==> config.mk <==
export PLATFORM = sky130hd
export DESIGN_NAME = branch_resolve_unit
export DESIGN_NICKNAME = d
export VERILOG_FILES = /design/src/rtl/branch_resolve_unit_pkg.sv /design/src/rtl/branch_resolve_unit_branch_compare.sv /design/src/rtl/branch_resolve_unit.sv
export SDC_FILE = /design/constraint.sdc
export NUM_CORES = 1
export LEC_CHECK = 0
export CORE_AREA = 8 8 195 197
export DETAILED_ROUTE_END_ITERATION = 6
export DIE_AREA = 0 0 203 205
export PLACE_DENSITY_LB_ADDON = 0.1
export SLEW_MARGIN = 40
export SYNTH_ARGS = -nofsm -noshare
export SYNTH_HDL_FRONTEND = slang
export SYNTH_SLANG_ARGS = --single-unit
==> constraint.sdc <==
create_clock -name clk -period 10.16 [get_ports clk]
set_input_delay 1.524 -clock clk [delete_from_list [all_inputs] [get_ports clk]]
set_output_delay 1.524 -clock clk [all_outputs]
set_load 0.01 [all_outputs]
==> src/rtl/branch_resolve_unit_pkg.sv <==
// -----------------------------------------------------------------------------
// branch_resolve_unit_pkg
//   Shared definitions for the branch resolve unit:
//     - RV32I conditional-branch funct3 encodings
//     - 2-bit bimodal counter encodings (SNT/WNT/WT/ST)
//     - bht_next(): saturating counter update used by the BHT
// -----------------------------------------------------------------------------
package branch_resolve_unit_pkg;

  // Conditional branch funct3 encodings. 010 and 011 are unused in RV32I.
  localparam logic [2:0] F3_BEQ  = 3'b000;
  localparam logic [2:0] F3_BNE  = 3'b001;
  localparam logic [2:0] F3_BLT  = 3'b100;
  localparam logic [2:0] F3_BGE  = 3'b101;
  localparam logic [2:0] F3_BLTU = 3'b110;
  localparam logic [2:0] F3_BGEU = 3'b111;

  // Bimodal 2-bit saturating counter states. The MSB is the prediction.
  typedef enum logic [1:0] {
    SNT = 2'b00,  // strongly not-taken
    WNT = 2'b01,  // weakly not-taken (reset value)
    WT  = 2'b10,  // weakly taken
    ST  = 2'b11   // strongly taken
  } bht_cnt_e;

  // Saturating update of one BHT counter with the resolved outcome.
  function automatic logic [1:0] bht_next(input logic [1:0] cur, input logic taken);
    logic [1:0] nxt;
    nxt = cur;
    if (taken) begin
      if (cur != ST) nxt = cur + 2'd1;
    end else begin
      if (cur != SNT) nxt = cur - 2'd1;
    end
    return nxt;
  endfunction

endpackage

==> src/rtl/branch_resolve_unit_branch_compare.sv <==
// -----------------------------------------------------------------------------
// branch_compare
//   Purely combinational branch condition evaluator for the six RV32I
//   conditional branches, including the unsigned forms.
//
//   Ports:
//     rs1, rs2  in   XLEN  forwarded operands
//     funct3    in   3     branch type
//     taken     out  1     condition holds (0 when funct3 is not a branch)
//     legal     out  1     funct3 encodes one of the six branches
// -----------------------------------------------------------------------------
module branch_compare
  import branch_resolve_unit_pkg::*;
#(
  parameter int XLEN = 32
) (
  input  logic [XLEN-1:0] rs1,
  input  logic [XLEN-1:0] rs2,
  input  logic [2:0]      funct3,
  output logic            taken,
  output logic            legal
);

  logic eq;
  logic lt_s;
  logic lt_u;

  assign eq   = (rs1 == rs2);
  assign lt_s = ($signed(rs1) < $signed(rs2));
  assign lt_u = (rs1 < rs2);

  always_comb begin
    taken = 1'b0;
    legal = 1'b1;
    case (funct3)
      F3_BEQ:  taken = eq;
      F3_BNE:  taken = ~eq;
      F3_BLT:  taken = lt_s;
      F3_BGE:  taken = ~lt_s;
      F3_BLTU: taken = lt_u;
      F3_BGEU: taken = ~lt_u;
      default: legal = 1'b0;  // 010 / 011: not a conditional branch
    endcase
  end

endmodule

==> src/rtl/branch_resolve_unit.sv <==
// -----------------------------------------------------------------------------
// branch_resolve_unit
//   Resolves RV32I conditional branches in EX, maintains a bimodal BHT of
//   2-bit saturating counters for IF prediction, raises a registered flush
//   with a redirect PC on mispredict, and counts branches and mispredicts.
//
//   Ports:
//     clk               in   1      rising-edge clock
//     reset             in   1      asynchronous, active-high reset
//     if_pc             in   XLEN   fetch PC for the BHT lookup
//     if_pred_taken     out  1      MSB of BHT[index(if_pc)] (pre-update)
//     ex_valid          in   1      EX holds a valid instruction
//     ex_branch         in   1      EX instruction is a conditional branch
//     ex_funct3         in   3      branch type
//     ex_rs1, ex_rs2    in   XLEN   forwarded operands
//     ex_pc             in   XLEN   PC of the EX instruction
//     ex_imm            in   XLEN   sign-extended B-immediate
//     ex_pred_taken     in   1      prediction made for this instruction
//     ex_taken          out  1      actual outcome (0 unless resolving)
//     flush             out  1      registered, one cycle after a mispredict
//     redirect_pc       out  XLEN   registered, correct next PC while flush=1
//     illegal_branch    out  1      registered, ex_branch with funct3 010/011
//     branch_count      out  CNT_W  resolved legal branches (wraps)
//     mispredict_count  out  CNT_W  mispredicted branches (wraps)
//
//   Qualification: there is no backpressure. An EX instruction is consumed in
//   the cycle where ex_valid=1; it is acted on only when ex_branch=1 and flush
//   is low, since flush=1 marks the EX slot as wrong-path.
// -----------------------------------------------------------------------------
module branch_resolve_unit
  import branch_resolve_unit_pkg::*;
#(
  parameter int XLEN      = 32,
  parameter int BHT_DEPTH = 64,
  parameter int CNT_W     = 32
) (
  input  logic             clk,
  input  logic             reset,
  input  logic [XLEN-1:0]  if_pc,
  output logic             if_pred_taken,
  input  logic             ex_valid,
  input  logic             ex_branch,
  input  logic [2:0]       ex_funct3,
  input  logic [XLEN-1:0]  ex_rs1,
  input  logic [XLEN-1:0]  ex_rs2,
  input  logic [XLEN-1:0]  ex_pc,
  input  logic [XLEN-1:0]  ex_imm,
  input  logic             ex_pred_taken,
  output logic             ex_taken,
  output logic             flush,
  output logic [XLEN-1:0]  redirect_pc,
  output logic             illegal_branch,
  output logic [CNT_W-1:0] branch_count,
  output logic [CNT_W-1:0] mispredict_count
);

  localparam int IDX_W = $clog2(BHT_DEPTH);

  // BHT kept in flops so the reset initialisation to WNT is real.
  logic [1:0] bht [BHT_DEPTH];

  logic [IDX_W-1:0] if_idx;
  logic [IDX_W-1:0] ex_idx;
  logic             cmp_taken;
  logic             cmp_legal;
  logic             ex_live;      // valid branch slot not squashed by flush
  logic             res;          // legal branch resolving this cycle
  logic             mispredict;
  logic             illegal_now;
  logic [XLEN-1:0]  target_pc;
  logic             unused_if_pc_bits;

  // Word-aligned PCs: bits [1:0] never select an entry.
  assign if_idx = if_pc[IDX_W+1:2];
  assign ex_idx = ex_pc[IDX_W+1:2];

  // Only the index bits of the fetch PC matter for the lookup.
  assign unused_if_pc_bits = ^{if_pc[XLEN-1:IDX_W+2], if_pc[1:0]};

  // Read reflects the stored value only; an EX update to the same entry
  // becomes visible the following cycle.
  assign if_pred_taken = bht[if_idx][1];

  branch_compare #(
    .XLEN (XLEN)
  ) u_branch_compare (
    .rs1    (ex_rs1),
    .rs2    (ex_rs2),
    .funct3 (ex_funct3),
    .taken  (cmp_taken),
    .legal  (cmp_legal)
  );

  assign ex_live     = ex_valid & ex_branch & ~flush;
  assign res         = ex_live & cmp_legal;
  assign illegal_now = ex_live & ~cmp_legal;
  assign ex_taken    = res & cmp_taken;
  assign mispredict  = res & (cmp_taken != ex_pred_taken);

  // Correct fall-through or target; both wrap modulo 2^XLEN.
  assign target_pc = cmp_taken ? (ex_pc + ex_imm) : (ex_pc + XLEN'(4));

  // Flush / redirect / illegal flag.
  always_ff @(posedge clk or posedge reset) begin
    if (reset) begin
      flush          <= 1'b0;
      redirect_pc    <= '0;
      illegal_branch <= 1'b0;
    end else begin
      flush          <= mispredict;
      illegal_branch <= illegal_now;
      if (mispredict) redirect_pc <= target_pc;
    end
  end

  // Performance counters, free-running and wrapping.
  always_ff @(posedge clk or posedge reset) begin
    if (reset) begin
      branch_count     <= '0;
      mispredict_count <= '0;
    end else begin
      if (res)        branch_count     <= branch_count + CNT_W'(1);
      if (mispredict) mispredict_count <= mispredict_count + CNT_W'(1);
    end
  end

  // Branch history table.
  always_ff @(posedge clk or posedge reset) begin
    if (reset) begin
      for (int i = 0; i < BHT_DEPTH; i++) bht[i] <= WNT;
    end else if (res) begin
      bht[ex_idx] <= bht_next(bht[ex_idx], cmp_taken);
    end
  end

endmodule
==> results of run 1 <==
critical path, stage by stage:
cell and delay, ns:
clkdlybuf4s50_1 0.46, inv_1 0.04, ha_1 0.30, nand4_1 0.15
or4_1 0.61, or4_1 0.51, a211oi_2 0.44, a31oi_4 0.04
buf_4 0.33, nor2_1 0.17, clkdlybuf4s50_1 0.57
where the power goes:
part / switching [W] / leakage, nW / internal, W / total (W)
sequential: 0.0000661 / 2.81 / 0.00101 / 0.00107
combinational: 0.000324 / 3.93 / 0.000304 / 0.000628
clock: 0.000370 / 0.396 / 0.000525 / 0.000895
total: 0.000760 / 7.13 / 0.00183 / 0.00259
final timing paths:
path | from | end | slack [ns] | cells past startpoint
max in group asynchronous | reset | mispredict_count[16] | 6.75 | 4
worst max-delay path | ex_rs2[15] | ex_taken | 3.44 | 11
worst min-delay path | bht[10] | bht[10] | 0.46 | 2
worst min register to register | bht[10] | bht[10] | 0.46 | 2
worst max register to register | bht[114] | bht[114] | 7.09 | 9
min in group asynchronous | reset | bht[87] | 1.54 | 2
Yosys cell counts, types with 12 or more instances:
| cell type | count | area (sq um) |
|---|---|---|
| nor2_1 | 75 | 282 |
| a31oi_1 | 14 | 87.6 |
| dfstp_2 | 64 | 1680 |
| o21ai_0 | 155 | 776 |
| nand4_1 | 41 | 257 |
| clkbuf_1 | 41 | 154 |
| inv_1 | 56 | 210 |
| nand2_1 | 297 | 1110 |
| a21oi_1 | 64 | 320 |
| nor3_1 | 30 | 150 |
| ha_1 | 66 | 826 |
| mux2i_1 | 13 | 130 |
| mux4_2 | 22 | 495 |
| o211ai_1 | 15 | 113 |
| nand3_1 | 43 | 215 |
| and3_1 | 25 | 156 |
| a22oi_1 | 29 | 218 |
| a221oi_1 | 12 | 105 |
| dfrtp_1 | 162 | 4050 |
| o21ai_1 | 14 | 70.1 |
| xnor2_1 | 77 | 674 |
| xor2_1 | 34 | 298 |
registers in the layout, indices dropped and copies added, names as in the netlist:
name	count
mispredict_count	32
flush	1
redirect_pc	32
illegal_branch	1
bht	128
branch_count	32
kinds of logic after synthesis:
group                    synth area share, %
XOR/XNOR                                7.10
AND/OR/NAND/NOR                         19.3
flip-flops                              41.9
buffers and inverters                   3.53
adder cells (fa/ha/maj)                 6.34
AO/OA/AOI/OAI                           16.7
multiplexers                            5.20
stage by stage:
step / total power (W) / setup WS [ns] / utilization [%]
after floorplan: 0.00140 / 2.55 / -
after global placement: 0.00171 / 3.46 / 47.6
after detailed placement: 0.00172 / 3.43 / 47.6
after CTS: 0.00263 / 3.41 / 49.9
after global routing: 0.00274 / 3.21 / 49.9
final: 0.00259 / 3.44 / 49.9
metal layers:
layer  GRT usage [%]  vias to the layer above
li1                -                     5859
met1            26.6                     5702
met2            33.9                      308
met3            2.96                       62
met4            4.69                        2
met5               0                        -
layout make-up:
class / instances / area [sq um] / area share (%)
multi-input cells: 1165 / 7520 / 43.1
flip-flops and latches: 226 / 5740 / 32.8
repair buffers: 266 / 2600 / 14.9
clock buffers: 45 / 793 / 4.54
well taps: 461 / 577 / 3.30
inverters: 56 / 218 / 1.25
clock inverters: 3 / 15.0 / 0.0860
==> metrics, run 1 <==
worst vdd ir=~0.00013 V; status=finished clean; drt total wl=between 40 and 50 mm; worst-skew pair later-pin latency=0.53 ns; async set-reset flop share out of synthesis=100%; final hold violation count=0; diode count=0; wire per inst=19.1 microns; DR pass1 iterations=5; Syn Area/Cell=a little over 9 sq um; first-pass GRT wire length=67.5 mm; Pins Over Slew Limit=0; hpwl dp=between 30 and 40 mm; largest net degree at the start of global routing=100; hold_buf cts=0; Hold WS=around 0.46 ns; Worst Hold Class=flop to flop; Worst-path clk slew=approximately 0.060 ns; worst path required time=slightly below 9 ns; Post-synth EDFFs=0; cts bufs inserted=26; Worst Path Max Fanout=between 40 and 50; CP Launch Type=primary input; die area=approximately 42000 sq um; H-tree levels=1; CP Capture Type=output port; Worst Path Arrival=about 5.2 ns; io pins=about 270; Layout area overhead=27.5%; GP Congestion=about 0.85; gr ovfl total=0; Least-Margin Pin Slew=~0.8 ns; Die Y=between 200 and 250 microns; # clock sinks=226; fillcell total=about 3300; Max Clk Rate=149 MHz; initial antenna violation count=1; Synth Flop Type=dfrtp_1; metal3 WL=around 2.1 mm; Nets=roughly 2000; Unique masters post-synth=73; Initial Util=roughly two fifths; placed cell area=roughly 17000 sq um; Via density=around 5.4; final antenna-violating net count=0; sequential fraction of the synthesis area=a little over two fifths; all-layer global routing usage=between 10% and 20%; design area=between 15000 and 20000 sq um; Power per Cell Area=between 100 and 150 nW/um^2; synthesized area=around 14000 sq um; share of cells above drive strength 1=roughly a tenth; DP Cell Count=between 2000 and 2500; Remaining DRCs=0; CTS tree=built; Post-Layout Cell Count=roughly 2200; yosys warns=0; Gate Count Post-Synth=about 1500; Core Area=35000 sq um; Setup Skew=between 0.01 and 0.015 ns; clk buf depth=3; vias in the first global route=roughly 12000; max layer used=met5; Crit Path Class=primary input to output port; setup bufs post-CTS=0; WL met1=roughly 19 mm; syn nets=around 1700; RSZ-0062 raised after global routing=no; post-CTS resize count=0; most frequent cells in the layout=297 x nand2_1, 240 x clkdlybuf4s50_1, 162 x dfrtp_1; IO Port Bufs=241; commonest non-fill, non-tap cell in the layout=nand2_1; Max Cap Viol=0; final worst-path cycle share=between 60% and 70%; site row count=between 60 and 70; WL met2=20.4 mm; setup TNS=0 ns; routed via count=roughly 12000; endpoints failing setup=0; Die X=approximately 200 microns; DR iter-0 viols=659; #FFs+latches synth=226; CTS Root Cell=clkbuf_16; minimum clock period=just under 7 ns; worst rel slew slack=a little under half; leak pwr=7.13 nW
Power figures use the tool's default switching activity.
==> inputs of run 2 (changes only) <==
Clock period 10.16 ns to 6.6 ns, I/O delays scaled along.
==> run 2 against run 1 <==
  * Clock skew shrank 0.0029 ns
  * Non-clock buffer count grew 7
  * Die area is the same
==> metrics, run 2 (synthesis gave the netlist of run 1 again) <==
Max Cap Viol=0 (unchanged); clk buf depth=3 (unchanged); design area=17600 sq um (was 17500 sq um); drt total wl=42.6 mm (was 42.4 mm); WP buf/inv=3 (was 4); vias in the first global route=11952 (was 11904); Switching Fraction=29.5% (was 29.3%); setup bufs post-CTS=0 (unchanged); routed via count=11938 (was 11933); IO Port Bufs=241 (unchanged); Int Power=0.00285 W (was 0.00183 W); Die Y=205 microns (unchanged); endpoints failing setup=0 (unchanged); setup TNS=0 ns (unchanged); most frequent cells in the layout=297 x nand2_1, 240 x clkdlybuf4s50_1, 162 x dfrtp_1 (unchanged); initial antenna violation count=0 (was 1); final antenna-violating net count=0 (unchanged); fillcell total=3367 (was 3289); Worst Path Max Fanout=3 (was 48); status=finished clean (unchanged); site row count=69 (unchanged); Initial Util=39.2% (unchanged); # clock sinks=226 (unchanged); hpwl dp=31.5 mm (was 30.8 mm); Sequential Power Share=40.8% (was 41.3%); DR pass1 iterations=5 (unchanged); gr ovfl total=0 (unchanged); leak pwr=7.19 nW (was 7.13 nW); CTS tree=built (unchanged); CP Launch Type=primary input (unchanged); GP Congestion=0.835 (was 0.852); DR iter-0 viols=690 (was 659); Via density=5.36 (was 5.37); worst-skew pair later-pin latency=0.53 ns (about the same); worst vdd ir=0.000223 V (was 0.000128 V); first-pass GRT wire length=67.7 mm (was 67.5 mm); Worst Hold Class=flop to flop (unchanged); combinational share of power=24.0% (was 24.2%); Post-Layout Cell Count=2229 (was 2222); post-CTS resize count=0 (unchanged); Crit Path Class=primary input to output port (unchanged); Power per Cell Area=230 nW/um^2 (was 149 nW/um^2); Largest register FFs=128 (unchanged); Tot Pwr=0.00405 W (was 0.00259 W); CP Capture Type=output port (unchanged); CP max stage delay=0.64 ns (was 0.61 ns); final hold violation count=0 (unchanged); placed cell area=16700 sq um (about the same); all-layer global routing usage=20.1% (was 20.0%); Nets=1983 (was 1976); worst rel slew slack=48.2% (was 47.2%); CTS Root Cell=clkbuf_16 (unchanged); Pins Over Slew Limit=0 (unchanged); Max Clk Rate=186 MHz; Least-Margin Pin Slew=0.778 ns (was 0.789 ns); RSZ-0062 raised after global routing=no (unchanged); DP Cell Count=2180 (was 2174); Worst-path clk slew=0.06 ns (about the same); diode count=0 (unchanged); Core Area=35000 sq um (unchanged); Remaining DRCs=0 (unchanged); hold_buf cts=0 (unchanged); largest net degree at the start of global routing=156 (was 100); P_sw=0.00120 W (was 0.000760 W); post-layout util=50.3% (was 49.9%); Clk pwr share=35.2% (was 34.5%); H-tree levels=1 (unchanged); commonest non-fill, non-tap cell in the layout=nand2_1 (unchanged); share of cells above drive strength 1=11.0% (was 10.4%); minimum clock period=roughly 5.4 ns; Layout area overhead=28.4% (was 27.5%); wire per inst=19.1 microns (about the same); io pins=268 (unchanged); Worst Path Arrival=4.37 ns (was 5.20 ns); Setup Skew=0.00863 ns (was 0.0115 ns); CP cell instances=clkdlybuf4s50_1 -> inv_1 -> ha_1 -> nand4_1 -> or4_1 -> or4_1 -> a211oi_2 -> a31oi_4 -> nor2_1 -> clkdlybuf4s50_1 (was clkdlybuf4s50_1 -> inv_1 -> ha_1 -> nand4_1 -> or4_1 -> or4_1 -> a211oi_2 -> a31oi_4 -> buf_4 -> nor2_1 -> clkdlybuf4s50_1); largest register by flop count=bht (unchanged); die area=41600 sq um (unchanged); final worst-path cycle share=between 80% and 90%; Slowest cell on crit path=clkdlybuf4s50_1 (was or4_1); Die X=203 microns (unchanged); cts bufs inserted=26 (unchanged); Top delay family on crit path=simple AND/OR/NAND/NOR gates (unchanged); worst path required time=5.61 ns (was 8.64 ns)
run 2: cell types whose count changed in the layout (fill, tap and decap cells not counted), moves of 2 or more:
cell	previous run	this run
nor2_1	73	75
clkinv_2	3	7
clkinvlp_4	0	3
nor2_2	2	0
buf_4	24	29
clkbuf_8	6	4
clkbuf_1	13	7
run 2: tightest hold or removal path: stages (launching register included):
cell	delay, ns
dfstp_2	0.37
nand2_1	0.04
o21ai_1	0.05
run 2: final timing paths:
path                                  from          endpoint  slack, ns  cells after the start
min in group asynchronous            reset           bht[21]       0.93                      3
worst min-delay path               bht[14]           bht[14]       0.47                      2
worst max register to register       flush  branch_count[27]       3.84                      9
worst min register to register     bht[14]           bht[14]       0.47                      2
worst max-delay path            ex_rs2[15]          ex_taken       1.24                     10
max in group asynchronous            reset          bht[122]       4.85                      4
run 2: layout make-up:
type | count | area [sq um] | area share [%]
multi-input cells | 1165 | 7530 | 42.9
flip-flops and latches | 226 | 5740 | 32.6
repair buffers | 273 | 2680 | 15.3
clock buffers | 38 | 757 | 4.31
well taps | 461 | 577 | 3.28
inverters | 56 | 214 | 1.22
clock inverters | 10 | 80.1 | 0.455
run 2: stage by stage:
| step | setup WS [ns] | hold slack (ns) |
|---|---|---|
| after floorplan | 2.02 | 0.441 |
| after global placement | 1.26 | 0.453 |
| after detailed placement | 1.25 | 0.459 |
| after CTS | 1.23 | 0.465 |
| after global routing | 1.08 | 0.488 |
| final | 1.24 | 0.466 |
run 2: per-layer routing:
layer | share of wire [%] | track usage, % | vias up
met5 | 0 | 0 | -
met4 | 2.3 | 5.15 | 0
met3 | 4.8 | 3.16 | 62
met2 | 48 | 33.7 | 264
met1 | 45 | 26.8 | 5741
li1 | - | - | 5871
run 2: power by group through the flow:
stage	logic, W	clock network [W]	registers, W
after floorplan	0.000462	0	0.00170
after global placement	0.000971	0	0.00167
after detailed placement	0.000978	0	0.00168
after CTS	0.000981	0.00146	0.00165
after global routing	0.00107	0.00151	0.00167
final	0.000973	0.00142	0.00165
